<file path="src/rtl/mem_access_unit.sv">
// rtl/mem_access_unit.sv - MEM stage: data cache access, load extraction, MEM/WB register, bypass
// Cache request is driven combinationally from the stage inputs; results land in MEM/WB one cycle later.
module mem_access_unit #(
   parameter int BIT_W       = 32,
   parameter bit SWAP_ENDIAN = 1'b1,
   parameter bit FORWARD_EN  = 1'b1
) (
   input  logic             clk,
   input  logic             rst_n,
   input  logic [BIT_W-1:0] alu_result_in,
   input  logic [BIT_W-1:0] mem_wdata_in,
   input  logic             memrd_in,
   input  logic             memwr_in,
   input  logic [2:0]       funct3_in,
   input  logic [BIT_W-1:0] PC_plus_4_in,
   input  logic [4:0]       rd_in,
   input  logic             mem2reg_in,
   input  logic             regwr_in,
   output logic [BIT_W-1:0] alu_result_out,
   output logic [BIT_W-1:0] mem_dat,
   output logic [BIT_W-1:0] PC_plus_4_out,
   output logic [4:0]       rd_out,
   output logic             mem2reg_out,
   output logic             regwr_out,
   output logic             stall_o,
   output logic             misalign_o,
   output logic             fwd_valid,
   output logic [4:0]       fwd_rd,
   output logic [BIT_W-1:0] fwd_data,
   input  logic             DCACHE_stall,
   output logic             DCACHE_ren,
   output logic             DCACHE_wen,
   output logic [29:0]      DCACHE_addr,
   output logic [3:0]       DCACHE_be,
   input  logic [31:0]      DCACHE_rdata,
   output logic [31:0]      DCACHE_wdata
);

   typedef enum logic {ST_IDLE = 1'b0, ST_WAIT = 1'b1} state_t;

   state_t state_q, state_d;

   logic [BIT_W-1:0] alu_result_q, alu_result_d;
   logic [BIT_W-1:0] mem_dat_q, mem_dat_d;
   logic [BIT_W-1:0] pc_plus_4_q, pc_plus_4_d;
   logic [4:0]       rd_q, rd_d;
   logic             mem2reg_q, mem2reg_d;
   logic             regwr_q, regwr_d;
   logic             misalign_q, misalign_d;

   logic [1:0]  addr_lo;
   logic        is_access, misaligned, access_ok, access_bad;
   logic [31:0] rdata_lanes, wdata_rep, load_ext;
   logic [7:0]  lane_byte;
   logic [15:0] lane_half;

   function automatic logic [31:0] swap32(input logic [31:0] v);
      return {v[7:0], v[15:8], v[23:16], v[31:24]};
   endfunction

   // Size comes from funct3[1:0] for loads and stores alike; 11 is treated as a word.
   always_comb begin
      addr_lo    = alu_result_in[1:0];
      is_access  = memrd_in | memwr_in;
      case (funct3_in[1:0])
         2'b00:   misaligned = 1'b0;
         2'b01:   misaligned = addr_lo[0];
         default: misaligned = (addr_lo != 2'b00);
      endcase
      access_ok  = is_access & ~misaligned;
      access_bad = is_access & misaligned;
   end

   always_ff @(posedge clk or negedge rst_n) begin
      if (!rst_n) state_q <= ST_IDLE;
      else        state_q <= state_d;
   end

   always_comb begin
      state_d = state_q;
      case (state_q)
         ST_IDLE: if (access_ok && DCACHE_stall) state_d = ST_WAIT;
         ST_WAIT: if (!DCACHE_stall)             state_d = ST_IDLE;
         default:                                state_d = ST_IDLE;
      endcase
   end

   // Request is identical in IDLE and WAIT; the frozen upstream keeps it stable while stalled.
   always_comb begin
      stall_o     = access_ok & DCACHE_stall;
      DCACHE_ren  = memrd_in & ~misaligned;
      DCACHE_wen  = memwr_in & ~misaligned;
      DCACHE_addr = alu_result_in[BIT_W-1:2];
      DCACHE_be   = 4'b0000;
      wdata_rep   = mem_wdata_in[31:0];
      case (funct3_in[1:0])
         2'b00: begin
            wdata_rep = {4{mem_wdata_in[7:0]}};
            if (DCACHE_wen) DCACHE_be = 4'b0001 << addr_lo;
         end
         2'b01: begin
            wdata_rep = {2{mem_wdata_in[15:0]}};
            if (DCACHE_wen) DCACHE_be = 4'b0011 << addr_lo;
         end
         default: if (DCACHE_wen) DCACHE_be = 4'b1111;
      endcase
      DCACHE_wdata = SWAP_ENDIAN ? swap32(wdata_rep) : wdata_rep;
   end

   always_comb begin
      rdata_lanes = SWAP_ENDIAN ? swap32(DCACHE_rdata) : DCACHE_rdata;
      case (addr_lo)
         2'b00:   lane_byte = rdata_lanes[7:0];
         2'b01:   lane_byte = rdata_lanes[15:8];
         2'b10:   lane_byte = rdata_lanes[23:16];
         default: lane_byte = rdata_lanes[31:24];
      endcase
      lane_half = addr_lo[1] ? rdata_lanes[31:16] : rdata_lanes[15:0];
      case (funct3_in[1:0])
         2'b00:   load_ext = {{24{~funct3_in[2] & lane_byte[7]}}, lane_byte};
         2'b01:   load_ext = {{16{~funct3_in[2] & lane_half[15]}}, lane_half};
         default: load_ext = rdata_lanes;
      endcase
   end

   // A stalled cycle inserts a bubble; a misaligned access completes with writeback suppressed.
   always_comb begin
      alu_result_d = alu_result_q;
      mem_dat_d    = mem_dat_q;
      pc_plus_4_d  = pc_plus_4_q;
      rd_d         = rd_q;
      mem2reg_d    = 1'b0;
      regwr_d      = 1'b0;
      misalign_d   = 1'b0;
      if (!stall_o) begin
         alu_result_d = alu_result_in;
         mem_dat_d    = load_ext;
         pc_plus_4_d  = PC_plus_4_in;
         rd_d         = rd_in;
         mem2reg_d    = mem2reg_in;
         regwr_d      = regwr_in & ~access_bad;
         misalign_d   = access_bad;
      end
   end

   always_ff @(posedge clk or negedge rst_n) begin
      if (!rst_n) begin
         alu_result_q <= '0;
         mem_dat_q    <= '0;
         pc_plus_4_q  <= '0;
         rd_q         <= '0;
         mem2reg_q    <= 1'b0;
         regwr_q      <= 1'b0;
         misalign_q   <= 1'b0;
      end else begin
         alu_result_q <= alu_result_d;
         mem_dat_q    <= mem_dat_d;
         pc_plus_4_q  <= pc_plus_4_d;
         rd_q         <= rd_d;
         mem2reg_q    <= mem2reg_d;
         regwr_q      <= regwr_d;
         misalign_q   <= misalign_d;
      end
   end

   assign alu_result_out = alu_result_q;
   assign mem_dat        = mem_dat_q;
   assign PC_plus_4_out  = pc_plus_4_q;
   assign rd_out         = rd_q;
   assign mem2reg_out    = mem2reg_q;
   assign regwr_out      = regwr_q;
   assign misalign_o     = misalign_q;

   generate
      if (FORWARD_EN) begin : g_fwd
         assign fwd_valid = regwr_q & (rd_q != 5'd0);
         assign fwd_rd    = rd_q;
         assign fwd_data  = mem2reg_q ? mem_dat_q : alu_result_q;
      end else begin : g_no_fwd
         assign fwd_valid = 1'b0;
         assign fwd_rd    = 5'd0;
         assign fwd_data  = '0;
      end
   endgenerate

endmodule

</file>
<file path="config.mk">
export PLATFORM = sky130hd
export DESIGN_NAME = mem_access_unit
export DESIGN_NICKNAME = d
export VERILOG_FILES = /design/src/rtl/mem_access_unit.sv
export SDC_FILE = /design/constraint.sdc
export NUM_CORES = 1
export LEC_CHECK = 0
export ABC_AREA = 1
export BUFFER_PORTS_ARGS = -buffer_cell sky130_fd_sc_hd__buf_2
export CORE_AREA = 3 3 136 138
export CTS_CLUSTER_DIAMETER = 80
export DETAILED_ROUTE_END_ITERATION = 6
export DIE_AREA = 0 0 139 141
export GPL_TIMING_DRIVEN = 1
export HOLD_SLACK_MARGIN = 0.05
export PLACE_DENSITY = 0.77
export SLEW_MARGIN = 15
export SYNTH_ARGS = -nofsm -noshare
export SYNTH_HDL_FRONTEND = slang
export SYNTH_SLANG_ARGS = --single-unit
</file>
<file path="constraint.sdc">
create_clock -name clk -period 0.9 [get_ports clk]
set_input_delay 0.045 -clock clk [delete_from_list [all_inputs] [get_ports clk]]
set_output_delay 0.045 -clock clk [all_outputs]
set_load 0.05 [all_outputs]
</file>
==> impl_metrics.tcl, run 1 <==
set metrics [dict create \
    status "finished, violations left" \
    violations "setup timing" \
    p_comb_frac 0.530 \
    die_area_um2 19600 \
    path_max_fanout 13 \
    min_path_type "in -> reg" \
    rows 48 \
    wl_per_cell_um 22.0 \
    worst_pin_slew_ps 380 \
    drc 0 \
    drt-initial-drc-count 670 \
    net-switching-power_mw 9.26 \
    vias 8408 \
    path_class "reg -> out" \
    drive_gt1_frac 0.648 \
    hold_violations 0 \
    seqPwrFrac 0.275 \
    vdd_ir_drop_max_v 0.00110 \
    clock_tree.buffer_depth 2 \
    r2r-end "mem_dat[14]" \
    syn_avg_cell_area_um2 7.16 \
    first_pass_iters 5 \
    p_int_mw 11.8 \
    critPathLaunchType "flip-flop" \
    syn_inst 815 \
    routed_wl_um 35000 \
    drv_slew 0 \
    cts_tree "done" \
    path_clk_slew_ps 80 \
    fin_cells 1593 \
    synth_warnings 0 \
    place.detailed.hpwl_um 18500 \
    reg2reg_from "mem_dat[14]" \
    root_buffer "clkbuf_16" \
    max_freq_mhz 614 \
    relSlewSlack 0.747 \
    numCtsBuffers 9 \
    synth_top_area_cell "dfrtp_1" \
    cts-htree-levels 3 \
    dp_slack_ps -535 \
    seq_area_frac_synth 0.446 \
    grt_max_degree 25 \
    finalSetupViolations 268 \
    final_cell_mix "172 x buf_2, 161 x buf_6, 150 x nand2_1" \
    synth.net_count 963 \
    start_util 0.337 \
    finalCriticalPeriod_ps 1630 \
    grt.overflow.total 0 \
    die_y_um 141 \
    grt_pass1_vias 8044 \
    synth_top_area_share 0.446 \
    die_w_um 139 \
    max_cap_viol_count 0 \
    finalCritPeriodShare 1.81 \
    area_growth_pct 135 \
    clock_skew_ps 0 \
    final_common_cell "buf_2" \
    power_frac_clock 0.195 \
    synth.distinct_cells 23 \
    insertion_delay_ps 360 \
    viasPerCell 5.28 \
    ant_nets 0 \
    gp_congestion 0.840 \
    ios 354 \
    layout.nets 1500 \
    cp.required_ps 850 \
    power_per_cell_area_nw_per_um2 1540 \
    ff2ff_path_depth 4 \
    crit_arrival_ps 1580 \
    track_usage 0.280 \
    grt_pass1_wl_um 43400 \
    numPortBuffers 353 \
    place_inst 1408 \
    cts_num_sinks 104 \
    crit_path_end "fwd_data[10]" \
    yosys-top-cells-area "dfrtp_1 45%, nand2_1 20%, nor2_1 7.8%" \
    ys_ff_latch 104 \
    worstSetupStartpoint "mem2reg_out" \
    rsz0062_at_grt "yes" \
    cp-end-kind "output port" \
    power.leakage_nw 6.92 \
    grt_antenna_before_repair 12 \
    switching_share 0.440 \
    setup_ws_ps -727 \
    hold_ws_ps 53.8 \
    coreArea_um2 17300 \
    reg2reg_slack_ps -100 \
    syn_area_um2 5840 \
]
[cell usage after synthesis, drive strengths merged]
master / n
nand2: 310
nor2: 124
dfrtp: 104
o21ai: 85
buf: 73
inv: 69
nand3: 20
clkbuf: 11
o211ai: 8
ha: 5
a31oi: 3
a21oi: 2
o31ai: 1
[flip-flops by register name, summed over array words and instances, names as in the netlist]
signal and flops:
PC_plus_4_out 32, alu_result_out 32, mem_dat 32, fwd_rd 5, mem2reg_out 1, misalign_o 1, regwr_out 1
[critical path: stages, from the launching register on]
cell and delay [ps]:
dfrtp_4 500, buf_12 160, buf_12 160, nand2_2 150
o21ai_4 70, buf_6 150
[logic make-up after synthesis]
| kind of cell | synth area share |
|---|---|
| compound gates | 0.0900 |
| fa+ha+maj | 0.0107 |
| buf+inv | 0.146 |
| flops | 0.446 |
| simple gates | 0.308 |
[cell type report]
type / count / area (um^2)
Antenna cell: 11 / 27.5
Clock buffer: 11 / 233
Clock inverter: 5 / 56.3
Fill cell: 938 / 3600
Inverter: 69 / 307
Multi-Input combinational cell: 560 / 4120
Sequential cell: 104 / 2630
Tap cell: 225 / 282
Timing Repair Buffer: 608 / 6040
[timing repair]
| action | 4_1_cts | 5_1_grt |
|---|---|---|
| gates cloned | 4 | 18 |
| gates resized for setup | 439 | 375 |
| pin swaps | 22 | 88 |
| buffers inserted | 29 | 45 |
| setup endpoints to repair | 271 | 253 |
| hold endpoints to repair | 181 | 0 |
| hold buffers | 78 | 0 |
[layer usage]
| layer | up-vias | global-route usage | routed length, um | share of wire |
|---|---|---|---|---|
| met4 | 4 | 0.140 | 2460 | 0.070 |
| met5 | - | 0 | 27 | 0.00077 |
| met1 | 4002 | 0.292 | 11500 | 0.33 |
| met2 | 643 | 0.525 | 18200 | 0.52 |
| met3 | 212 | 0.0661 | 2860 | 0.082 |
| li1 | 3547 | - | - | - |
[stage by stage]
step           instance area (um^2)  power, mW  TNS (ps)   util
2_1_floorplan                  6700       11.0    -32980      -
3_3_place_gp                   9020       13.2    -59440  0.522
4_1_cts                       11800       19.3    -37290  0.683
6_report                      13700       21.1    -55350  0.792
5_1_grt                       13700       21.7    -63910  0.792
3_5_place_dp                   9020       13.2    -64190  0.522
[worst min-delay path by stage]
| stage | start | endpoint | depth (start not counted) |
|---|---|---|---|
| floorplan | rst_n | PC_plus_4_out[0] | 0 |
| global placement | rst_n | alu_result_out[14] | 1 |
| detailed placement | rst_n | alu_result_out[14] | 1 |
| CTS | DCACHE_rdata[27] | mem_dat[3] | 5 |
| global route | alu_result_in[1] | alu_result_out[1] | 4 |
| finish | alu_result_in[1] | alu_result_out[1] | 4 |
[power groups by stage]
stage          logic [mW]  clock network [mW]  registers [mW]
5_1_grt              11.5                4.31            5.83
2_1_floorplan        3.68                   0            7.33
6_report             11.2                4.10            5.80
3_5_place_dp         7.62                   0            5.63
4_1_cts              9.48                4.10            5.67
3_3_place_gp         7.53                   0            5.62
(Power assumes the default switching activity.)
==> inputs of run 2 (changes only) <==
- ABC_AREA: 1 -> not set
- CORE_AREA: 3 3 136 138 -> 3 3 137 139
- DIE_AREA: 0 0 139 141 -> 0 0 140 142
- PLACE_DENSITY: 0.77 -> 0.75
==> run 2 against run 1 <==
Against the previous run: the flow still finishes with violations (setup timing); cell area increased by 1.6%; synthesized area decreased by 1.8%; worst hold slack improved by 0.68 ps; register-to-register slack got worse by 50 ps; sequential share of layout area decreased by 0.42 points; wire length decreased by 3.2%; clock power decreased by 4.9%; highest routed layer unchanged.
==> impl_metrics.tcl, run 2 <==
set metrics [dict create \
    synth_top_area_share 0.454 \
    die_w_um 140 \
    ios 354 \
    finalCritPeriodShare 1.95 \
    syn_inst 654 \
    die_y_um 142 \
    wl_per_cell_um 22.6 \
    syn_area_um2 5730 \
    grt_pass1_vias 7890 \
    layout.nets 1408 \
    critical_path.top_delay_family "simple AND/OR/NAND/NOR gates" \
    synth_common_cells "254 x nand2_1, 104 x dfrtp_1, 53 x buf_4, 40 x mux2_2, 34 x nand3_1" \
    final_common_cell "buf_2" \
    die_area_um2 19900 \
    relSlewSlack 0.601 \
    grt_antenna_before_repair 8 \
    crit_arrival_ps 1710 \
    finalCriticalPeriod_ps 1750 \
    area_growth_pct 143 \
    power_per_cell_area_nw_per_um2 1510 \
    rows 49 \
    root_buffer "clkbuf_16" \
    path_class "reg -> out" \
    vias 7771 \
    place.detailed.hpwl_um 17800 \
    drive_gt1_frac 0.681 \
    crit_buf_inv 1 \
    setup_ws_ps -854 \
    cts_num_sinks 104 \
    first_pass_iters 6 \
    drv_slew 0 \
    syn_avg_cell_area_um2 8.77 \
    yosys-top-cells-area "dfrtp_1 45%, nand2_1 17%, mux2_2 7.9%" \
    gp_congestion 0.863 \
    finalSetupViolations 270 \
    grt.overflow.total 0 \
    hold_violations 0 \
    coreArea_um2 17800 \
    seq_area_frac_synth 0.454 \
    synth_warnings 0 \
    path_clk_slew_ps 90 \
    drt-initial-drc-count 453 \
    hold_ws_ps 54.4 \
    final_cell_mix "183 x buf_2, 168 x buf_6, 138 x nand2_1" \
    utilization 0.783 \
    critPathLaunchType "flip-flop" \
    cts-htree-levels 3 \
    start_util 0.323 \
    max_freq_mhz 570 \
    synth_edf_count 0 \
    cp.required_ps 850 \
    insertion_delay_ps 350 \
    clock_tree.buffer_depth 2 \
    numPortBuffers 353 \
    cp_cell_sequence "or4_4 -> o21a_4 -> buf_6" \
    power.leakage_nw 7.05 \
    synth_most_common_cell "nand2_1" \
    synth.net_count 802 \
    worst_pin_slew_ps 597 \
    hp-start "DCACHE_rdata[2]" \
    reg2reg_from "alu_result_out[17]" \
    cts_tree "done" \
    numCtsBuffers 9 \
    async_flop_share 1.00 \
    vdd_ir_drop_max_v 0.000910 \
    crit_slowest_cell "or4_4" \
    min_path_type "in -> reg" \
    max_cap_viol_count 0 \
    routed_wl_um 33900 \
    ant_nets 0 \
    violations "setup timing" \
    grt_max_degree 43 \
    cp-end-kind "output port" \
    rsz0062_at_grt "yes" \
    viasPerCell 5.19 \
    synth_top_area_cell "dfrtp_1" \
    track_usage 0.291 \
    path_max_fanout 2 \
    status "finished, violations left" \
    max_stage_delay_ps 570 \
    grt_pass1_wl_um 45500 \
    ys_ff_latch 104 \
    worstSetupStartpoint "fwd_rd[0]" \
    synth-main-ff-cell "dfrtp_1" \
    synth.distinct_cells 39 \
    drc 0 \
    clock_skew_ps 0 \
]
==> run 2: cell count changes in the layout (fill, tap and decap cells not counted), sizes merged, moves of 11 or more <==
cell         delta
o21ai          -72
nor2          -105
mux2i          +12
nand2          -57
inv            -64
a221oi         +15
buf            +68
dlygate4sd3    +14
mux2           +40
a21oi          +15
clkbuf         -11
nand3          +13
==> run 2: cell type report <==
class | instances | area [um^2]
clock buffers | 10 | 229
inverters | 4 | 45.0
clock inverters | 6 | 52.6
well taps | 229 | 287
repair buffers | 680 | 6900
fillers | 980 | 3870
diodes | 3 | 7.51
flip-flops and latches | 104 | 2620
multi-input cells | 461 | 3780
==> run 2: logic make-up after synthesis <==
group,Yosys count,synth area share
buf+inv,89,0.104
simple gates,335,0.240
mux,52,0.0995
compound gates,69,0.0921
fa+ha+maj,5,0.0109
flops,104,0.454
==> run 2: worst min-delay path, stage by stage <==
cell and delay (ps):
buf_2 150, nand3_1 120, nand3_2 70
==> run 2: timing repair <==
action	CTS	global route
hold endpoints to repair	194	1
gates cloned	8	5
gates resized for setup	624	205
hold buffers	90	2
pin swaps	79	42
setup endpoints to repair	276	266
setup buffers	57	83
==> run 2: layer usage <==
layer  track usage  routed length, um  share of wire  vias to the layer above
li1              -                  -              -                     3351
met1         0.329              11900           0.35                     3795
met2         0.525              17700           0.52                      484
met3        0.0756               2570          0.076                      131
met4         0.117               1650          0.049                       10
met5             0                 62         0.0018                        -
==> run 2: where the power goes <==
group          total [mW]  internal, mW  switching (mW)  leakage [nW]
clock network        3.90          1.92            1.98         0.131
logic                11.5          5.10            6.39          5.68
registers            5.62          5.16           0.466          1.24
==> run 2: worst paths after layout <==
check | end | slack (ps) | cells past startpoint
max | fwd_valid | -850 | 3
min | mem_dat[26] | 50 | 3
max reg2reg | alu_result_out[17] | -150 | 5
min reg2reg | PC_plus_4_out[18] | 540 | 2
max in group asynchronous | mem_dat[11] | 220 | 3
min in group asynchronous | alu_result_out[30] | 130 | 2
==> run 2: through the flow <==
stage | setup slack, ps | instances | setup TNS, ps | cell area, um^2 | power [mW]
3_3_place_gp | -638 | 1277 | -73420 | 8820 | 13.0
2_1_floorplan | -612 | 654 | -49670 | 6320 | 10.7
4_1_cts | -818 | 1440 | -49380 | 12700 | 19.7
6_report | -854 | 1497 | -61100 | 13900 | 21.0
5_1_grt | -871 | 1497 | -70360 | 13900 | 21.6
3_5_place_dp | -704 | 1277 | -76920 | 8820 | 13.1
